<file path="config.mk">
export PLATFORM = sky130hd
export DESIGN_NAME = m_ext_unit
export DESIGN_NICKNAME = d
export VERILOG_FILES = /design/src/rtl/m_ext_pkg.sv /design/src/rtl/m_ext_signfix.sv /design/src/rtl/m_ext_unit.sv
export SDC_FILE = /design/constraint.sdc
export NUM_CORES = 1
export LEC_CHECK = 0
export CORE_MARGIN = 1
export CORE_UTILIZATION = 30
export DETAILED_ROUTE_END_ITERATION = 16
export PLACE_DENSITY_LB_ADDON = 0.2
export RECOVER_POWER = 100
export SLEW_MARGIN = 5
export SYNTH_ARGS = -nofsm -noshare
export SYNTH_HDL_FRONTEND = slang
export SYNTH_SLANG_ARGS = --single-unit
</file>
<file path="constraint.sdc">
create_clock -name clk -period 9.5 [get_ports clk]
set_input_delay 1.9 -clock clk [delete_from_list [all_inputs] [get_ports clk]]
set_output_delay 1.9 -clock clk [all_outputs]
set_load 0.005 [all_outputs]
</file>
<file path="src/rtl/m_ext_pkg.sv">
// m_ext_pkg: shared constants, op/state encodings and op-class helpers for the
// RV32M execute unit.
// Optional feature macro (consumed by m_ext_unit): MEXT_FAST_MUL_EN.
package m_ext_pkg;

  localparam int unsigned XLEN  = 32;
  localparam int unsigned CNT_W = 5;
  localparam int unsigned RD_W  = 5;

  localparam logic [XLEN-1:0] DIV0_Q = 32'hFFFF_FFFF;
  localparam logic [XLEN-1:0] OVF_Q  = 32'h8000_0000;

  // funct3 order
  typedef enum logic [2:0] {
    OP_MUL    = 3'd0,
    OP_MULH   = 3'd1,
    OP_MULHSU = 3'd2,
    OP_MULHU  = 3'd3,
    OP_DIV    = 3'd4,
    OP_DIVU   = 3'd5,
    OP_REM    = 3'd6,
    OP_REMU   = 3'd7
  } m_op_e;

  typedef enum logic [1:0] {
    ST_IDLE = 2'd0,
    ST_CALC = 2'd1,
    ST_DONE = 2'd2
  } m_state_e;

  function automatic logic op_is_div(input m_op_e op);
    return op[2];
  endfunction

  function automatic logic op_is_rem(input m_op_e op);
    return op[2] & op[1];
  endfunction

  // rs1 is treated as signed
  function automatic logic op_signed_a(input m_op_e op);
    return (op == OP_MUL) || (op == OP_MULH) || (op == OP_MULHSU) ||
           (op == OP_DIV) || (op == OP_REM);
  endfunction

  // rs2 is treated as signed
  function automatic logic op_signed_b(input m_op_e op);
    return (op == OP_MUL) || (op == OP_MULH) || (op == OP_DIV) || (op == OP_REM);
  endfunction

endpackage

</file>
<file path="src/rtl/m_ext_signfix.sv">
// m_ext_signfix: combinational sign handling around the unsigned iterative core.
//   acc_op, opa, opb        : op being accepted and its raw operands
//   mag_a_c, mag_b_c        : operand magnitudes fed to the iterative datapath
//   neg_a_c, neg_b_c        : effective operand signs (0 for unsigned operands)
//   fix_op, fix_neg_a/b     : latched op and signs of the op in flight
//   prod_mag/quo_mag/rem_mag: unsigned results of the final iteration
//   fix_res_c               : signed-corrected 32-bit architectural result
module m_ext_signfix
  import m_ext_pkg::*;
(
  input  logic [2:0]        acc_op,
  input  logic [XLEN-1:0]   opa,
  input  logic [XLEN-1:0]   opb,
  output logic [XLEN-1:0]   mag_a_c,
  output logic [XLEN-1:0]   mag_b_c,
  output logic              neg_a_c,
  output logic              neg_b_c,
  input  logic [2:0]        fix_op,
  input  logic              fix_neg_a,
  input  logic              fix_neg_b,
  input  logic [2*XLEN-1:0] prod_mag,
  input  logic [XLEN-1:0]   quo_mag,
  input  logic [XLEN-1:0]   rem_mag,
  output logic [XLEN-1:0]   fix_res_c
);

  m_op_e             a_op;
  m_op_e             f_op;
  logic [2*XLEN-1:0] prod_s;
  logic [XLEN-1:0]   quo_s;
  logic [XLEN-1:0]   rem_s;

  // Magnitude extraction at accept
  always_comb begin
    a_op    = m_op_e'(acc_op);
    neg_a_c = op_signed_a(a_op) & opa[XLEN-1];
    neg_b_c = op_signed_b(a_op) & opb[XLEN-1];
    mag_a_c = neg_a_c ? (XLEN'(0) - opa) : opa;
    mag_b_c = neg_b_c ? (XLEN'(0) - opb) : opb;
  end

  // Final negation: product/quotient follow sA^sB, remainder follows sA
  always_comb begin
    f_op   = m_op_e'(fix_op);
    prod_s = (fix_neg_a ^ fix_neg_b) ? ((2*XLEN)'(0) - prod_mag) : prod_mag;
    quo_s  = (fix_neg_a ^ fix_neg_b) ? (XLEN'(0) - quo_mag) : quo_mag;
    rem_s  = fix_neg_a ? (XLEN'(0) - rem_mag) : rem_mag;
    case (f_op)
      OP_MUL:                       fix_res_c = prod_s[XLEN-1:0];
      OP_MULH, OP_MULHSU, OP_MULHU: fix_res_c = prod_s[2*XLEN-1:XLEN];
      OP_DIV, OP_DIVU:              fix_res_c = quo_s;
      default:                      fix_res_c = rem_s;
    endcase
  end

endmodule

</file>
<file path="src/rtl/m_ext_unit.sv">
// m_ext_unit: iterative RV32M execute unit (shift-add multiply, restoring
// divide, one bit per cycle) between the CU decoder and writeback.
//   clk, rst (sync, active-high), flush (aborts in-flight op)
//   valid_in + one-hot *_en op selects, rs1_data/rs2_data operands, rd_in
//   ready_out (idle), busy (not idle), valid_out (one-cycle result pulse),
//   result, rd_out (held between pulses)
// Optional macro MEXT_FAST_MUL_EN: multiplies complete combinationally at
// accept (IDLE->DONE); divides always iterate.
module m_ext_unit
  import m_ext_pkg::*;
(
  input  logic            clk,
  input  logic            rst,
  input  logic            flush,
  input  logic            valid_in,
  input  logic            MUL_en,
  input  logic            MULH_en,
  input  logic            MULHSU_en,
  input  logic            MULHU_en,
  input  logic            DIV_en,
  input  logic            DIVU_en,
  input  logic            REM_en,
  input  logic            REMU_en,
  input  logic [XLEN-1:0] rs1_data,
  input  logic [XLEN-1:0] rs2_data,
  input  logic [RD_W-1:0] rd_in,
  output logic            ready_out,
  output logic            busy,
  output logic            valid_out,
  output logic [XLEN-1:0] result,
  output logic [RD_W-1:0] rd_out
);

  m_state_e         state;
  m_state_e         state_nxt;
  m_op_e            acc_op;
  m_op_e            op_q;
  m_op_e            op_d;
  logic [CNT_W-1:0] cnt;
  logic [CNT_W-1:0] cnt_d;
  logic             neg_a_q;
  logic             neg_a_d;
  logic             neg_b_q;
  logic             neg_b_d;
  logic [XLEN-1:0]  acc_hi;
  logic [XLEN-1:0]  acc_hi_d;
  logic [XLEN-1:0]  acc_lo;
  logic [XLEN-1:0]  acc_lo_d;
  logic [XLEN-1:0]  opb_q;
  logic [XLEN-1:0]  opb_d;
  logic [RD_W-1:0]  rd_q;
  logic [RD_W-1:0]  rd_d;
  logic [XLEN-1:0]  result_d;
  logic [RD_W-1:0]  rd_out_d;
  logic             ready_d;
  logic             busy_d;
  logic             valid_d;

  logic             any_en;
  logic             accept;
  logic             last_iter;
  logic             ovf;
  logic             special;
  logic [XLEN-1:0]  special_res;

  logic [XLEN-1:0]  mag_a_c;
  logic [XLEN-1:0]  mag_b_c;
  logic             neg_a_c;
  logic             neg_b_c;
  logic [XLEN-1:0]  fix_res_c;

  logic [XLEN:0]    mul_sum;
  logic [XLEN:0]    div_shift;
  logic [XLEN-1:0]  div_diff;
  logic             div_ge;
  logic [XLEN-1:0]  hi_n;
  logic [XLEN-1:0]  lo_n;

  // Priority encode of the CU enables
  always_comb begin
    acc_op = OP_MUL;
    if      (MUL_en)    acc_op = OP_MUL;
    else if (MULH_en)   acc_op = OP_MULH;
    else if (MULHSU_en) acc_op = OP_MULHSU;
    else if (MULHU_en)  acc_op = OP_MULHU;
    else if (DIV_en)    acc_op = OP_DIV;
    else if (DIVU_en)   acc_op = OP_DIVU;
    else if (REM_en)    acc_op = OP_REM;
    else if (REMU_en)   acc_op = OP_REMU;
  end

  assign any_en    = |{MUL_en, MULH_en, MULHSU_en, MULHU_en,
                       DIV_en, DIVU_en, REM_en, REMU_en};
  assign accept    = (state == ST_IDLE) && valid_in && any_en && !flush;
  assign last_iter = (cnt == CNT_W'(XLEN - 1));

`ifdef MEXT_FAST_MUL_EN
  logic [2*XLEN-1:0] fast_a;
  logic [2*XLEN-1:0] fast_b;
  logic [2*XLEN-1:0] fast_prod;

  // Sign/zero-extended 64-bit product; the low 64 bits are exact either way
  always_comb begin
    fast_a    = {{XLEN{op_signed_a(acc_op) & rs1_data[XLEN-1]}}, rs1_data};
    fast_b    = {{XLEN{op_signed_b(acc_op) & rs2_data[XLEN-1]}}, rs2_data};
    fast_prod = fast_a * fast_b;
  end
`endif

  // Ops that finish at accept without iterating
  always_comb begin
    special     = 1'b0;
    special_res = '0;
    ovf         = ((acc_op == OP_DIV) || (acc_op == OP_REM)) &&
                  (rs1_data == OVF_Q) && (rs2_data == '1);
    if (op_is_div(acc_op) && (rs2_data == '0)) begin
      special     = 1'b1;
      special_res = op_is_rem(acc_op) ? rs1_data : DIV0_Q;
    end else if (ovf) begin
      special     = 1'b1;
      special_res = (acc_op == OP_DIV) ? OVF_Q : '0;
    end
`ifdef MEXT_FAST_MUL_EN
    else if (!op_is_div(acc_op)) begin
      special     = 1'b1;
      special_res = (acc_op == OP_MUL) ? fast_prod[XLEN-1:0]
                                       : fast_prod[2*XLEN-1:XLEN];
    end
`endif
  end

  // One iteration: acc_hi/acc_lo hold {product hi, multiplier} for multiply
  // and {partial remainder, dividend/quotient} for divide
  always_comb begin
    mul_sum   = {1'b0, acc_hi} + (acc_lo[0] ? {1'b0, opb_q} : '0);
    div_shift = {acc_hi, acc_lo[XLEN-1]};
    div_ge    = (div_shift >= {1'b0, opb_q});
    div_diff  = XLEN'(div_shift - {1'b0, opb_q});
    if (op_is_div(op_q)) begin
      hi_n = div_ge ? div_diff : div_shift[XLEN-1:0];
      lo_n = {acc_lo[XLEN-2:0], div_ge};
    end else begin
      {hi_n, lo_n} = {mul_sum, acc_lo[XLEN-1:1]};
    end
  end

  m_ext_signfix u_signfix (
    .acc_op    (acc_op),
    .opa       (rs1_data),
    .opb       (rs2_data),
    .mag_a_c   (mag_a_c),
    .mag_b_c   (mag_b_c),
    .neg_a_c   (neg_a_c),
    .neg_b_c   (neg_b_c),
    .fix_op    (op_q),
    .fix_neg_a (neg_a_q),
    .fix_neg_b (neg_b_q),
    .prod_mag  ({hi_n, lo_n}),
    .quo_mag   (lo_n),
    .rem_mag   (hi_n),
    .fix_res_c (fix_res_c)
  );

  // State register
  always_ff @(posedge clk) begin
    if (rst) state <= ST_IDLE;
    else     state <= state_nxt;
  end

  // Next state
  always_comb begin
    state_nxt = state;
    case (state)
      ST_IDLE: if (accept) state_nxt = special ? ST_DONE : ST_CALC;
      ST_CALC: begin
        if (flush)          state_nxt = ST_IDLE;
        else if (last_iter) state_nxt = ST_DONE;
      end
      ST_DONE: state_nxt = ST_IDLE;
      default: state_nxt = ST_IDLE;
    endcase
  end

  // Next values of the datapath and output registers
  always_comb begin
    op_d     = op_q;
    cnt_d    = cnt;
    neg_a_d  = neg_a_q;
    neg_b_d  = neg_b_q;
    acc_hi_d = acc_hi;
    acc_lo_d = acc_lo;
    opb_d    = opb_q;
    rd_d     = rd_q;
    result_d = result;
    rd_out_d = rd_out;
    ready_d  = (state_nxt == ST_IDLE);
    busy_d   = (state_nxt != ST_IDLE);
    valid_d  = (state_nxt == ST_DONE);
    case (state)
      ST_IDLE: begin
        if (accept) begin
          op_d     = acc_op;
          cnt_d    = '0;
          neg_a_d  = neg_a_c;
          neg_b_d  = neg_b_c;
          acc_hi_d = '0;
          acc_lo_d = mag_a_c;
          opb_d    = mag_b_c;
          rd_d     = rd_in;
          if (special) begin
            result_d = special_res;
            rd_out_d = rd_in;
          end
        end
      end
      ST_CALC: begin
        if (!flush) begin
          acc_hi_d = hi_n;
          acc_lo_d = lo_n;
          cnt_d    = cnt + CNT_W'(1);
          if (last_iter) begin
            result_d = fix_res_c;
            rd_out_d = rd_q;
          end
        end
      end
      default: ;
    endcase
  end

  // Datapath and output registers
  always_ff @(posedge clk) begin
    if (rst) begin
      op_q      <= OP_MUL;
      cnt       <= '0;
      neg_a_q   <= 1'b0;
      neg_b_q   <= 1'b0;
      acc_hi    <= '0;
      acc_lo    <= '0;
      opb_q     <= '0;
      rd_q      <= '0;
      result    <= '0;
      rd_out    <= '0;
      ready_out <= 1'b1;
      busy      <= 1'b0;
      valid_out <= 1'b0;
    end else begin
      op_q      <= op_d;
      cnt       <= cnt_d;
      neg_a_q   <= neg_a_d;
      neg_b_q   <= neg_b_d;
      acc_hi    <= acc_hi_d;
      acc_lo    <= acc_lo_d;
      opb_q     <= opb_d;
      rd_q      <= rd_d;
      result    <= result_d;
      rd_out    <= rd_out_d;
      ready_out <= ready_d;
      busy      <= busy_d;
      valid_out <= valid_d;
    end
  end

endmodule

</file>
==> run metrics, run 1 <==
worst hold path type=flop to flop; Async SR Flop Fraction=0; Via Count=18239; Final GP Congestion=0.970; core box area=52700 sq um; Synth Cell Area=16000 sq um; Final Hold Vio Count=0; initial antenna violation count=3; Hold EP=rd_q[4]$_SDFFE_PP0P_; min-delay src=rd_q[4]$_SDFFE_PP0P_; post-CTS setup buffers=0; Final period util=0.803; CP Data Required Time=9.82 ns; R2R Setup Slk=2.01 ns; syn_area_per_cell=7.04 sq um; cell area after layout=18200 sq um; Clk pin slew, worst setup/hold paths=0.07 ns; clk buf depth=2; Worst slew margin=-1.34; cell with the most instances after synthesis=nand2_1; Synth Flop Type=dfxtp_1; DP Wirelength=55700 microns; Initial Utilization=0.305; DIE AREA=54400 sq um; post-synthesis sequential area ratio=0.191; port bufs=120; FILL cells=5663; Skew-Pair Late Insertion Delay=0.47 ns; DRT iter0 DRCs=2205; DR vias/cell=6.09; dpl cells=2960; worst vdd ir=0.000150 V; DR pass1 iterations=6; violated checks=capacitance limit, slew limit; reg-to-reg endpoint=result[2]$_SDFFE_PP0P_; Synth Warn #=0; Die Y=233 microns; vias in the first global route=16817; Critical R2R Launch=opb_q[26]$_SDFFE_PP0P_; Least-Margin Pin Slew=3.51 ns; GRT Total Usage=0.270; endpoints failing setup=0; Worst Setup Start Kind=input pin; RSZ-0062 raised after global routing=no; first-pass GRT wire length=110000 microns; Syn Inst Count=2278; Clock Sinks=153; nets=2445; P&R area growth vs syn=13.5%; R2R depth=19; CTS resizes=0; H-Tree Depth=4; post-synth top area share=0.191; Post-synth top cells=nand2_1, nor2_1, a21oi_1, dfxtp_1, o21ai_0; Setup TNS=0 ns; Hold Path Stages=2; MaxCap Viol Count=5; static leakage=6.60 nW; Area contributors post-synth=dfxtp_1, nand2_1, nor2_1; critical path class=input pin to flop; number of flops mapped to enable cells by yosys=0; post-place instance area=17700 sq um; Rows=84; Cell variety after synth=98; DIE WIDTH=233 microns; post-DR wirelength/cell=24.8 microns; final worst path period need=7.63 ns; syn nets=2432; # hold bufs at CTS=0; fmax=0.131 GHz; final WL=74300 microns; status=finished with violations; max-slew violation count=193; Remaining Overflow, GRT=0; post-synthesis register bit count=153; largest area contributor in the netlist=dfxtp_1; Non-Filler Instances=2993; pwr dens=112 nW/um^2; fraction of layout cells with a size suffix above 1=0.0538; Worst Path Arrival=7.95 ns; clock root buffer=clkbuf_16; CP Max Fanout=70; worst clock skew=0.0151 ns; remaining antenna violation count=0; largest net degree at the start of global routing=82; cts bufs inserted=17; CP endpoint kind=flop; # IOs=121; DRC=0; worst hold slack=0.456 ns; CTS tree=built
metrics by stage:
step                      setup slack, ns  utilization  power (mW)
after floorplan                      4.34            -        1.10
after global placement               2.31        0.336        1.34
after detailed placement             2.35        0.336        1.34
after CTS                            2.82        0.346        2.02
after global routing                 1.48        0.346        2.11
final                                1.87        0.346        2.04
placed cells by master, fill, tap and decap left out, types with 51 or more instances in the layout:
cell type / synthesis / routed
ha_1: 71 / 71
nand2_1: 257 / 257
clkdlybuf4s50_1: 0 / 76
inv_1: 75 / 75
o21ai_0: 150 / 151
xnor2_1: 87 / 86
nand3_1: 62 / 62
xor2_1: 88 / 87
a21oi_1: 185 / 185
dfxtp_1: 153 / 152
nor3_1: 50 / 51
nor2_1: 248 / 246
a211oi_1: 59 / 59
worst max-delay path, stage by stage:
cell	delay (ns)
dlygate4sd3_1	0.59
nor4_1	0.55
nand2_1	0.16
and2_0	0.29
clkbuf_1	1.31
nor2_4	0.39
clkbuf_1	2.16
a211oi_1	0.11
a21oi_1	0.25
nor2_1	0.07
worst max-delay path by stage:
stage | from | end | slack, ns | depth (start not counted)
floorplan | rs1_data[2] | result[21]$_SDFFE_PP0P_ | 4.34 | 14
global placement | rs1_data[2] | result[29]$_SDFFE_PP0P_ | 2.31 | 15
detailed placement | rs1_data[2] | result[29]$_SDFFE_PP0P_ | 2.35 | 15
CTS | rs1_data[2] | result[29]$_SDFFE_PP0P_ | 2.82 | 15
global route | DIV_en | acc_lo[8]$_SDFFE_PP0P_ | 1.48 | 10
finish | DIV_en | acc_lo[8]$_SDFFE_PP0P_ | 1.87 | 10
power by group:
part / leakage (nW) / internal (mW) / total (mW) / switching (mW)
Sequential: 1.24 / 0.664 / 0.691 / 0.0266
Clock: 0.261 / 0.368 / 0.695 / 0.327
Combinational: 5.09 / 0.218 / 0.652 / 0.433
Total: 6.60 / 1.25 / 2.04 / 0.787
routing by layer:
layer  GRT usage  up-vias  part of all wire
met5           0        -           0.00036
li1            -     8393                 -
met2       0.411      915              0.44
met3      0.0508      126             0.094
met4      0.0833        4             0.028
met1       0.380     8801              0.44
cells by family after synthesis:
group,Yosys count,share of synthesized area
compound gates,739,0.307
xor+xnor,175,0.0955
fa+ha+maj,73,0.0579
buf+inv,228,0.0586
flops,153,0.191
mux,48,0.0311
simple gates,862,0.259
sequential cells by signal, summed over array words and instances, names as in the netlist, 2 cells and up:
| register | cells |
|---|---|
| cnt | 5 |
| result | 32 |
| opb_q | 32 |
| rd_q | 5 |
| state | 2 |
| rd_out | 5 |
| acc_hi | 32 |
| acc_lo | 32 |
| op_q | 3 |
cell type report:
type	count	area (sq um)	area share
diodes	1	2.50	0.000137
clock buffers	22	454	0.0249
clock inverters	10	95.1	0.00522
inverters	75	282	0.0155
multi-input cells	1897	12100	0.662
flip-flops and latches	153	3070	0.168
well taps	688	861	0.0473
repair buffers	147	1390	0.0763
No activity file was read; power rests on OpenSTA's default activity.
==> run 2: changes to the inputs <==
- clock period: 9.5 -> 6.1 ns (I/O delays scaled with it)
==> run metrics, run 2 (same netlist as run 1, synthesis figures left out) <==
Rows=84 (unchanged); # IOs=121 (unchanged); DR vias/cell=5.96 (-2.2%); worst vdd ir=0.000220 V (+46%); Setup TNS=0 ns (unchanged); DIE WIDTH=233 microns (unchanged); vias in the first global route=17308 (+2.9%); CP most frequent cell=nor2_1; CP endpoint kind=flop; violated checks=capacitance limit, slew limit; status=finished with violations; DR pass1 iterations=8 (+2); initial antenna violation count=3 (unchanged); commonest cells after routing, fill and taps aside=nand2_1, nor2_1, a21oi_1, dfxtp_1, o21ai_0; Crit-path slowest cell=nor2_1; Remaining Overflow, GRT=0 (unchanged); static leakage=7.00 nW (+6.1%); port bufs=120 (unchanged); RSZ-0062 raised after global routing=no; first-pass GRT wire length=111000 microns (+0.41%); CP delay by family, top=simple AND/OR/NAND/NOR gates; final worst path period need=5.85 ns; fmax=0.171 GHz; post-CTS setup buffers=0 (unchanged); DIE AREA=54400 sq um (unchanged); DRT iter0 DRCs=1972 (-11%); Initial Utilization=0.305 (unchanged); max incr delay on CP=2.46 ns (+0.30 ns); Worst Path Arrival=6.17 ns (-1.78 ns); clock root buffer=clkbuf_16; post-DR wirelength/cell=24.3 microns (-2.1%); CP cell instances=dlygate4sd3_1, nor4_1, nand2_1, and2_2, nor2_1, clkbuf_2, a211oi_1, a21oi_1, nor2_1; Final GP Congestion=0.955 (-1.6%); clk buf depth=2 (unchanged); remaining antenna violation count=0 (unchanged); FILL cells=5637 (-0.46%); Least-Margin Pin Slew=3.52 ns (+0.0124 ns); CP Max Fanout=32 (-54%); nets=2526 (+3.3%); Worst slew margin=-1.35 (-0.00829); worst hold slack=0.459 ns (+0.00341 ns); H-Tree Depth=4 (unchanged); Final period util=0.958; pwr dens=173 nW/um^2 (+54%); cts bufs inserted=17 (unchanged); CTS tree=built; # hold bufs at CTS=0 (unchanged); core box area=52700 sq um (unchanged); Final Hold Vio Count=0 (unchanged); Die Y=233 microns (unchanged); CTS resizes=0 (unchanged); commonest non-fill, non-tap cell in the layout=nand2_1; CP Data Required Time=6.43 ns (-3.39 ns); MaxCap Viol Count=4 (-1); critical path class=input pin to flop; WP buf/inv=2 (-1); Skew-Pair Late Insertion Delay=0.47 ns (about the same); DRC=0 (unchanged); Clock Sinks=153 (unchanged); Via Count=18326 (+0.48%); Worst Setup Start Kind=input pin; largest net degree at the start of global routing=71 (-13%); endpoints failing setup=0 (unchanged); Clk pin slew, worst setup/hold paths=0.06 ns (about the same); fraction of layout cells with a size suffix above 1=0.0851 (+0.0313); worst clock skew=0.0133 ns (-0.00184 ns); P&R area growth vs syn=17.6%; worst hold path type=flop to flop; DP Wirelength=57200 microns (+2.8%); GRT Total Usage=0.271 (+0.00147); max-slew violation count=142 (-26%); final WL=74600 microns (+0.52%)
-- run 2: cell count changes in the layout (fill, tap and decap cells not counted), sizes merged --
cell,previous run,this run
clkinvlp,3,4
bufinv,1,2
buf,25,100
inv,77,75
clkbuf,25,31
clkdlybuf4s50,76,77
dlygate4sd3,43,42
-- run 2: through the flow --
| stage | cells | total power [mW] | worst slack (ns) | util | area (sq um) |
|---|---|---|---|---|---|
| after CTS | 3073 | 3.26 | 0.503 | 0.359 | 18900 |
| final | 3074 | 3.26 | 0.255 | 0.358 | 18900 |
| after global routing | 3073 | 3.39 | 0.0978 | 0.358 | 18900 |
| after detailed placement | 3041 | 2.12 | 0.342 | 0.348 | 18300 |
| after global placement | 3041 | 2.12 | 0.447 | 0.348 | 18300 |
| after floorplan | 2278 | 1.72 | 1.14 | - | 16000 |
-- run 2: cell type report --
cell class                 count  area [sq um]  area share
clock buffer                  22           484      0.0257
antenna                        1          2.50    0.000133
inverter                      75           282      0.0149
sequential                   153          3070       0.163
tap                          688           861      0.0456
clock inverter                10           118     0.00624
multi-input combinational   1897         12100       0.639
timing repair buffer         228          1990       0.106
-- run 2: final timing paths --
kind | startpoint | cells past startpoint | endpoint | slack (ns)
max | DIVU_en | 9 | acc_lo[7]$_SDFFE_PP0P_ | 0.25
min reg2reg | rd_q[3]$_SDFFE_PP0P_ | 2 | rd_q[3]$_SDFFE_PP0P_ | 0.46
min | rd_q[3]$_SDFFE_PP0P_ | 2 | rd_q[3]$_SDFFE_PP0P_ | 0.46
max reg2reg | opb_q[30]$_SDFFE_PP0P_ | 20 | result[20]$_SDFFE_PP0P_ | 0.33
-- run 2: layer usage --
| metal | part of all wire | GRT usage | routed length, microns | up-vias |
|---|---|---|---|---|
| met5 | 0.00013 | 0 | 10 | - |
| met4 | 0.037 | 0.110 | 2730 | 2 |
| met3 | 0.083 | 0.0535 | 6210 | 127 |
| met2 | 0.44 | 0.417 | 32500 | 811 |
| met1 | 0.44 | 0.368 | 33200 | 8858 |
| li1 | - | - | - | 8528 |
-- run 2: tightest hold or removal path, stage by stage, from the launching register on --
cell and delay, ns:
dfxtp_1 0.31, nand2_1 0.05, a21oi_1 0.05
-- run 2: report_power, final --
group / internal, mW / switching (mW)
Combinational: 0.369 / 0.679
Clock: 0.645 / 0.490
Sequential: 1.03 / 0.0412
Total: 2.05 / 1.21
